[src/rtl/unidade_controle_multiciclo.sv]
// -----------------------------------------------------------------------------
// unidade_controle_multiciclo
//
// Control FSM for a multicycle MIPS datapath that shares a single memory port
// between instruction fetch and data access (IR and ALUOut registers hold the
// intermediate results between cycles).
//
// Supported: ADD, SUB, AND, OR, NOR, SLT, JR, LW, SW, BEQ, BNE (optional),
// ADDI, J, JAL. Memory accesses wait on mem_ready, with a bounded wait that
// raises bus_error and halts. Illegal instructions either halt or act as NOP.
//
// Ports:
//   clk, rst        rising-edge clock, asynchronous active-high reset
//   OP, Funct       IR[31:26] and IR[5:0]
//   mem_ready       memory completes the current access this cycle
//   mem_req, IorD, MemWrite          memory port control
//   IRWrite, PCWrite, Branch, BranchNe, PCSrc   IR / PC update control
//   RegWrite, RegDst, MemtoReg       register file write control
//   ULASrcA, ULASrcB, ULAControl     ALU operand / operation select
//   state           current state code
//   instr_done      one-cycle pulse on the transition that retires an instr
//   retired         retired-instruction counter (wraps)
//   illegal         sticky: illegal instruction seen
//   bus_error       sticky: memory wait exceeded WAIT_MAX
//
// Parameters: ULA_W (>=3, upper bits of ULAControl are 0), ENABLE_BNE,
// TRAP_ON_ILLEGAL, WAIT_MAX, CNT_W.
// -----------------------------------------------------------------------------
module unidade_controle_multiciclo #(
    parameter int ULA_W           = 3,
    parameter int ENABLE_BNE      = 1,
    parameter int TRAP_ON_ILLEGAL = 1,
    parameter int WAIT_MAX        = 15,
    parameter int CNT_W           = 32
) (
    input  logic             clk,
    input  logic             rst,
    input  logic [5:0]       OP,
    input  logic [5:0]       Funct,
    input  logic             mem_ready,
    output logic             mem_req,
    output logic             IorD,
    output logic             MemWrite,
    output logic             IRWrite,
    output logic             PCWrite,
    output logic             Branch,
    output logic             BranchNe,
    output logic [1:0]       PCSrc,
    output logic             RegWrite,
    output logic [1:0]       RegDst,
    output logic [1:0]       MemtoReg,
    output logic             ULASrcA,
    output logic [1:0]       ULASrcB,
    output logic [ULA_W-1:0] ULAControl,
    output logic [3:0]       state,
    output logic             instr_done,
    output logic [CNT_W-1:0] retired,
    output logic             illegal,
    output logic             bus_error
);

    typedef enum logic [3:0] {
        S_FETCH    = 4'd0,
        S_DECODE   = 4'd1,
        S_MEMADR   = 4'd2,
        S_MEMREAD  = 4'd3,
        S_MEMWB    = 4'd4,
        S_MEMWRITE = 4'd5,
        S_EXEC     = 4'd6,
        S_ALUWB    = 4'd7,
        S_BRANCH   = 4'd8,
        S_ADDIEX   = 4'd9,
        S_ADDIWB   = 4'd10,
        S_JUMP     = 4'd11,
        S_JAL      = 4'd12,
        S_JR       = 4'd13,
        S_TRAP     = 4'd14
    } state_t;

    localparam logic [5:0] OP_RTYPE = 6'b000000;
    localparam logic [5:0] OP_J     = 6'b000010;
    localparam logic [5:0] OP_JAL   = 6'b000011;
    localparam logic [5:0] OP_BEQ   = 6'b000100;
    localparam logic [5:0] OP_BNE   = 6'b000101;
    localparam logic [5:0] OP_ADDI  = 6'b001000;
    localparam logic [5:0] OP_LW    = 6'b100011;
    localparam logic [5:0] OP_SW    = 6'b101011;

    localparam logic [5:0] FN_JR  = 6'b001000;
    localparam logic [5:0] FN_ADD = 6'b100000;
    localparam logic [5:0] FN_SUB = 6'b100010;
    localparam logic [5:0] FN_AND = 6'b100100;
    localparam logic [5:0] FN_OR  = 6'b100101;
    localparam logic [5:0] FN_NOR = 6'b100111;
    localparam logic [5:0] FN_SLT = 6'b101010;

    localparam logic [2:0] ALU_AND = 3'b000;
    localparam logic [2:0] ALU_OR  = 3'b001;
    localparam logic [2:0] ALU_ADD = 3'b010;
    localparam logic [2:0] ALU_NOR = 3'b011;
    localparam logic [2:0] ALU_SUB = 3'b110;
    localparam logic [2:0] ALU_SLT = 3'b111;

    // Wait counter holds 0..WAIT_MAX.
    localparam int                WAIT_W     = (WAIT_MAX < 1) ? 1 : $clog2(WAIT_MAX + 1);
    localparam logic [WAIT_W-1:0] WAIT_LIMIT = WAIT_W'(WAIT_MAX);

    state_t            state_q, state_d;
    logic [WAIT_W-1:0] wait_q, wait_d;
    logic [CNT_W-1:0]  retired_q, retired_d;
    logic              illegal_q, illegal_d;
    logic              bus_error_q, bus_error_d;

    // Ungated strobes; reset masking is applied at the ports.
    logic       mem_req_s, mem_write_s, ir_write_s, pc_write_s, reg_write_s;
    logic       branch_s, branch_ne_s, retire_s;
    logic [2:0] alu_ctl;

    always_comb begin
        // NOTE: every signal written here gets a default first, so no path
        // through the case statement can leave one unassigned (no latches).
        state_d     = state_q;
        wait_d      = '0;
        illegal_d   = illegal_q;
        bus_error_d = bus_error_q;
        retire_s    = 1'b0;
        mem_req_s   = 1'b0;
        mem_write_s = 1'b0;
        ir_write_s  = 1'b0;
        pc_write_s  = 1'b0;
        reg_write_s = 1'b0;
        branch_s    = 1'b0;
        branch_ne_s = 1'b0;
        IorD        = 1'b0;
        PCSrc       = 2'b00;
        RegDst      = 2'b00;
        MemtoReg    = 2'b00;
        ULASrcA     = 1'b0;
        ULASrcB     = 2'b00;
        alu_ctl     = ALU_AND;

        case (state_q)
            S_FETCH: begin
                mem_req_s = 1'b1;
                ULASrcB   = 2'b01;
                alu_ctl   = ALU_ADD;
                if (mem_ready) begin
                    ir_write_s = 1'b1;
                    pc_write_s = 1'b1;
                    state_d    = S_DECODE;
                end
            end
            S_DECODE: begin
                ULASrcB = 2'b11;
                alu_ctl = ALU_ADD;
                case (OP)
                    OP_RTYPE: begin
                        case (Funct)
                            FN_ADD, FN_SUB, FN_AND, FN_OR, FN_NOR, FN_SLT:
                                state_d = S_EXEC;
                            FN_JR:
                                state_d = S_JR;
                            default: begin
                                state_d   = S_TRAP;
                                illegal_d = 1'b1;
                            end
                        endcase
                    end
                    OP_LW, OP_SW: state_d = S_MEMADR;
                    OP_BEQ:       state_d = S_BRANCH;
                    OP_BNE: begin
                        if (ENABLE_BNE != 0) begin
                            state_d = S_BRANCH;
                        end else begin
                            state_d   = S_TRAP;
                            illegal_d = 1'b1;
                        end
                    end
                    OP_ADDI: state_d = S_ADDIEX;
                    OP_J:    state_d = S_JUMP;
                    OP_JAL:  state_d = S_JAL;
                    default: begin
                        state_d   = S_TRAP;
                        illegal_d = 1'b1;
                    end
                endcase
            end
            S_MEMADR: begin
                ULASrcA = 1'b1;
                ULASrcB = 2'b10;
                alu_ctl = ALU_ADD;
                state_d = (OP == OP_SW) ? S_MEMWRITE : S_MEMREAD;
            end
            S_MEMREAD: begin
                mem_req_s = 1'b1;
                IorD      = 1'b1;
                if (mem_ready) state_d = S_MEMWB;
            end
            S_MEMWB: begin
                MemtoReg    = 2'b01;
                reg_write_s = 1'b1;
                state_d     = S_FETCH;
                retire_s    = 1'b1;
            end
            S_MEMWRITE: begin
                mem_req_s   = 1'b1;
                IorD        = 1'b1;
                mem_write_s = 1'b1;
                if (mem_ready) begin
                    state_d  = S_FETCH;
                    retire_s = 1'b1;
                end
            end
            S_EXEC: begin
                ULASrcA = 1'b1;
                case (Funct)
                    FN_ADD:  alu_ctl = ALU_ADD;
                    FN_SUB:  alu_ctl = ALU_SUB;
                    FN_AND:  alu_ctl = ALU_AND;
                    FN_OR:   alu_ctl = ALU_OR;
                    FN_NOR:  alu_ctl = ALU_NOR;
                    FN_SLT:  alu_ctl = ALU_SLT;
                    default: alu_ctl = ALU_AND;
                endcase
                state_d = S_ALUWB;
            end
            S_ALUWB: begin
                RegDst      = 2'b01;
                reg_write_s = 1'b1;
                state_d     = S_FETCH;
                retire_s    = 1'b1;
            end
            S_BRANCH: begin
                ULASrcA     = 1'b1;
                alu_ctl     = ALU_SUB;
                PCSrc       = 2'b01;
                branch_s    = (OP == OP_BEQ);
                branch_ne_s = (OP == OP_BNE);
                state_d     = S_FETCH;
                retire_s    = 1'b1;
            end
            S_ADDIEX: begin
                ULASrcA = 1'b1;
                ULASrcB = 2'b10;
                alu_ctl = ALU_ADD;
                state_d = S_ADDIWB;
            end
            S_ADDIWB: begin
                reg_write_s = 1'b1;
                state_d     = S_FETCH;
                retire_s    = 1'b1;
            end
            S_JUMP: begin
                PCSrc      = 2'b10;
                pc_write_s = 1'b1;
                state_d    = S_FETCH;
                retire_s   = 1'b1;
            end
            S_JAL: begin
                RegDst      = 2'b10;
                MemtoReg    = 2'b10;
                reg_write_s = 1'b1;
                PCSrc       = 2'b10;
                pc_write_s  = 1'b1;
                state_d     = S_FETCH;
                retire_s    = 1'b1;
            end
            S_JR: begin
                PCSrc      = 2'b11;
                pc_write_s = 1'b1;
                state_d    = S_FETCH;
                retire_s   = 1'b1;
            end
            S_TRAP: begin
                // A bus error always halts; an illegal op may be a NOP.
                if (!bus_error_q && (TRAP_ON_ILLEGAL == 0)) begin
                    state_d  = S_FETCH;
                    retire_s = 1'b1;
                end
            end
            default: state_d = S_FETCH;
        endcase

        // Shared wait-state handling for every memory state. The counter
        // falls back to 0 whenever the FSM is not stalled, so it is already
        // clear on entry to the next memory state. mem_ready is checked
        // first, so completing with the counter at WAIT_MAX is not an error.
        if (mem_req_s && !mem_ready) begin
            if (wait_q == WAIT_LIMIT) begin
                bus_error_d = 1'b1;
                state_d     = S_TRAP;
            end else begin
                wait_d = wait_q + 1'b1;
            end
        end

        retired_d = retire_s ? (retired_q + 1'b1) : retired_q;
    end

    // NOTE: sequential state uses non-blocking assignments so every flop
    // samples the pre-edge values regardless of statement order.
    always_ff @(posedge clk or posedge rst) begin
        // NOTE: all control state is reset; there is no storage array here
        // that could be left unreset.
        if (rst) begin
            state_q     <= S_FETCH;
            wait_q      <= '0;
            retired_q   <= '0;
            illegal_q   <= 1'b0;
            bus_error_q <= 1'b0;
        end else begin
            state_q     <= state_d;
            wait_q      <= wait_d;
            retired_q   <= retired_d;
            illegal_q   <= illegal_d;
            bus_error_q <= bus_error_d;
        end
    end

    // The state register already reads FETCH during reset, whose decode
    // would request memory; strobes are masked so nothing fires while rst=1.
    assign mem_req    = mem_req_s   & ~rst;
    assign MemWrite   = mem_write_s & ~rst;
    assign IRWrite    = ir_write_s  & ~rst;
    assign PCWrite    = pc_write_s  & ~rst;
    assign RegWrite   = reg_write_s & ~rst;
    assign Branch     = branch_s    & ~rst;
    assign BranchNe   = branch_ne_s & ~rst;
    assign instr_done = retire_s    & ~rst;

    assign ULAControl = ULA_W'(alu_ctl);
    assign state      = state_q;
    assign retired    = retired_q;
    assign illegal    = illegal_q;
    assign bus_error  = bus_error_q;

endmodule

[config.mk]
export PLATFORM = sky130hd
export DESIGN_NAME = unidade_controle_multiciclo
export DESIGN_NICKNAME = d
export VERILOG_FILES = /design/src/rtl/unidade_controle_multiciclo.sv
export SDC_FILE = /design/constraint.sdc
export NUM_CORES = 1
export LEC_CHECK = 0
export BUFFER_PORTS_ARGS = -buffer_cell sky130_fd_sc_hd__buf_2
export CORE_AREA = 4 4 86 88
export DETAILED_ROUTE_END_ITERATION = 10
export DIE_AREA = 0 0 90 92
export GPL_ROUTABILITY_DRIVEN = 1
export SLEW_MARGIN = 25
export SYNTH_ARGS = -nofsm -noshare
export SYNTH_HDL_FRONTEND = slang
export SYNTH_SLANG_ARGS = --single-unit
[constraint.sdc]
create_clock -name clk -period 1.9 [get_ports clk]
set_input_delay 0.095 -clock clk [delete_from_list [all_inputs] [get_ports clk]]
set_output_delay 0.095 -clock clk [all_outputs]
set_load 0.05 [all_outputs]
==> run metrics <==
top_reg_cell synth dfrtp_1; post-layout minimum cycle time 1840 ps; register-to-register setup slack 60 ps; number of global-route vias before repair 2428; Post-Syn Area 2550 um2; global-route wire length before repair 11100 um; final period utilization 0.970; worst hold path class in2async; final setup TNS 0 ps; die width 90 um; most common cell after layout, fill and taps aside buf_2; area leader, netlist dfrtp_1; CTS max path bufs 2; clock root buffer clkbuf_8; ys async rst share 1.00; Final Hold Fails 0; final setup fails 0; PortBufs 73; IO Pins 74; Initial Util 0.383; largest net degree at the start of global routing 43; fillers 599; CP arrival 2060 ps; gr usage total 0.163; post-route cell area 3680 um2; DP Area 3460 um2; WL final 6750 um; leakage dissipation 0.00163 uW; area share of the largest cell type after synthesis 0.413; WS Path Type reg2reg; DR vias 2472; drt drc 0; Area contributors post-synth dfrtp_1 41%, xor2_1 6.5%, xnor2_1 5.5%, nor2_1 5.2%, nor3_1 4.7%; Data required, critical path 2120 ps; core area 6640 um2; crit start category register; max-cap check violation count 0; Syn Inst Count 290; Die H 92 um; reg2reg path depth 6; FP Rows 30; Nets 406; Clk Latency, worst-skew pair 290 ps; Synth cell types 50; TritonCTS Buffers 5; syn nets 307; grt total ovfl 0; Critical Path End Type register; proportion of layout cells with a drive suffix above 1 0.467; drt via density 5.26; initial antenna violation count 0; Setup Skew 11.4 ps; CTS tree yes; Pre-antenna DRT Iters 4; Layout area overhead 44.4%; warnings from Yosys 0; most frequent cells in the layout 64 x buf_2, 30 x buf_4, 25 x nand2_1; hold_ws 53.8 ps; register area share after synthesis 0.413; Antenna Nets Post-Route 0; Worst Tran Pin Value 526 ps; worst flop-to-flop path endpoint retired[23]; RSZ-0062 raised after global routing yes; largest fanout on the critical path 10; clock slew at reported path FFs 90 ps; PD cells 1340 nW/um2; Slew Viols, Final 0; Fmax achieved 0.543 GHz; r2r startpoint state[2]; DP HPWL 5140 um; gpl congestion 0.847; Routed wire per std cell 14.4 um; die area 8280 um2; H-Tree Depth 2; Max-slew headroom 0.649; Syn Area/Cell 8.78 um2; ANT cells 0; Yosys reg bits 42; Detailed Route Iter0 Violations 85; Worst VDD drop 1320 uV; number of flops mapped to enable cells by yosys 0; TritonCTS Sinks 42; status completed; Final Util 0.554
[metal layers]
| layer | vias up | GRT usage | share of wire |
|---|---|---|---|
| li1 | 1219 | - | - |
| met1 | 1171 | 0.207 | 0.45 |
| met2 | 76 | 0.277 | 0.49 |
| met3 | 6 | 0.0320 | 0.050 |
| met4 | 0 | 0.0561 | 0.013 |
| met5 | - | 0 | 0 |
[final cells by class]
class / instances / area, um2 / area share
inverters: 8 / 30.0 / 0.00816
repair buffers: 106 / 684 / 0.186
well taps: 80 / 100 / 0.0272
clock buffers: 5 / 68.8 / 0.0187
flip-flops and latches: 42 / 1080 / 0.292
clock inverters: 3 / 40.0 / 0.0109
multi-input cells: 226 / 1680 / 0.457
[registers in the layout, summed over array words and instances (netlist names)]
signal	count
retired	32
state	4
wait_q	4
bus_error	1
illegal	1
[Yosys cell counts (all sizes together), types with 2 or more instances]
cell	number
a211oi	3
a21o	2
a21oi	4
a221oi	3
a31oi	3
and2	4
and3	8
and4	2
buf	9
clkbuf	5
dfrtp	42
ha	2
inv	8
nand2	26
nand2b	2
nand3	16
nand4	12
nor2	35
nor2b	6
nor3	24
nor3b	3
nor4	4
o211ai	5
o21ai	9
or2	2
or4	2
xnor2	16
xor2	19
[logic make-up (layout without fill, tap and decap cells)]
kind of cell / count (synthesis) / in the layout / synth area share
muxes: 1 / 1 / 0.00393
and+or+nand+nor: 151 / 151 / 0.306
AOI/OAI and AO/OA: 37 / 37 / 0.110
xor gates and xnor gates: 35 / 35 / 0.120
buffers and inverters: 22 / 122 / 0.0368
adders and majority gates: 2 / 2 / 0.00982
DFF: 42 / 42 / 0.413
[power breakdown]
group | internal [uW] | switching, uW | total (uW)
Sequential | 1050 | 197 | 1250
Combinational | 1010 | 1970 | 2980
Clock | 387 | 305 | 692
Total | 2450 | 2470 | 4920
[what timing repair did]
action	in CTS	in global routing
resized for setup	5	20
cloned	0	0
pin swaps	0	3
hold buffers	0	0
endpoints found under the setup margin	6	21
buffers inserted	0	2
[metrics by stage]
stage,total power (uW),setup WS (ps),instances
after floorplan,3280,-149,290
after global placement,4060,42.9,460
after detailed placement,4070,1.67,460
after CTS,4790,4.15,468
after global routing,5210,-36.4,470
final,4920,57.5,470
[worst max-delay path, cell delays in order (launching register included)]
cell	delay [ps]
dfrtp_2	440
and2_1	200
a221o_1	400
or2_1	270
buf_12	170
nor4_4	140
xor2_1	160
[worst max-delay path by stage]
stage	start	end	slack, ps	depth (start not counted)
after CTS	state[1]	PCWrite	4	7
final	state[2]	retired[23]	60	6
after detailed placement	state[2]	retired[13]	2	5
after global routing	state[2]	retired[13]	-40	5
after global placement	OP[1]	state[2]	40	6
after floorplan	state[0]	retired[27]	-150	6
(Power assumes the default switching activity.)
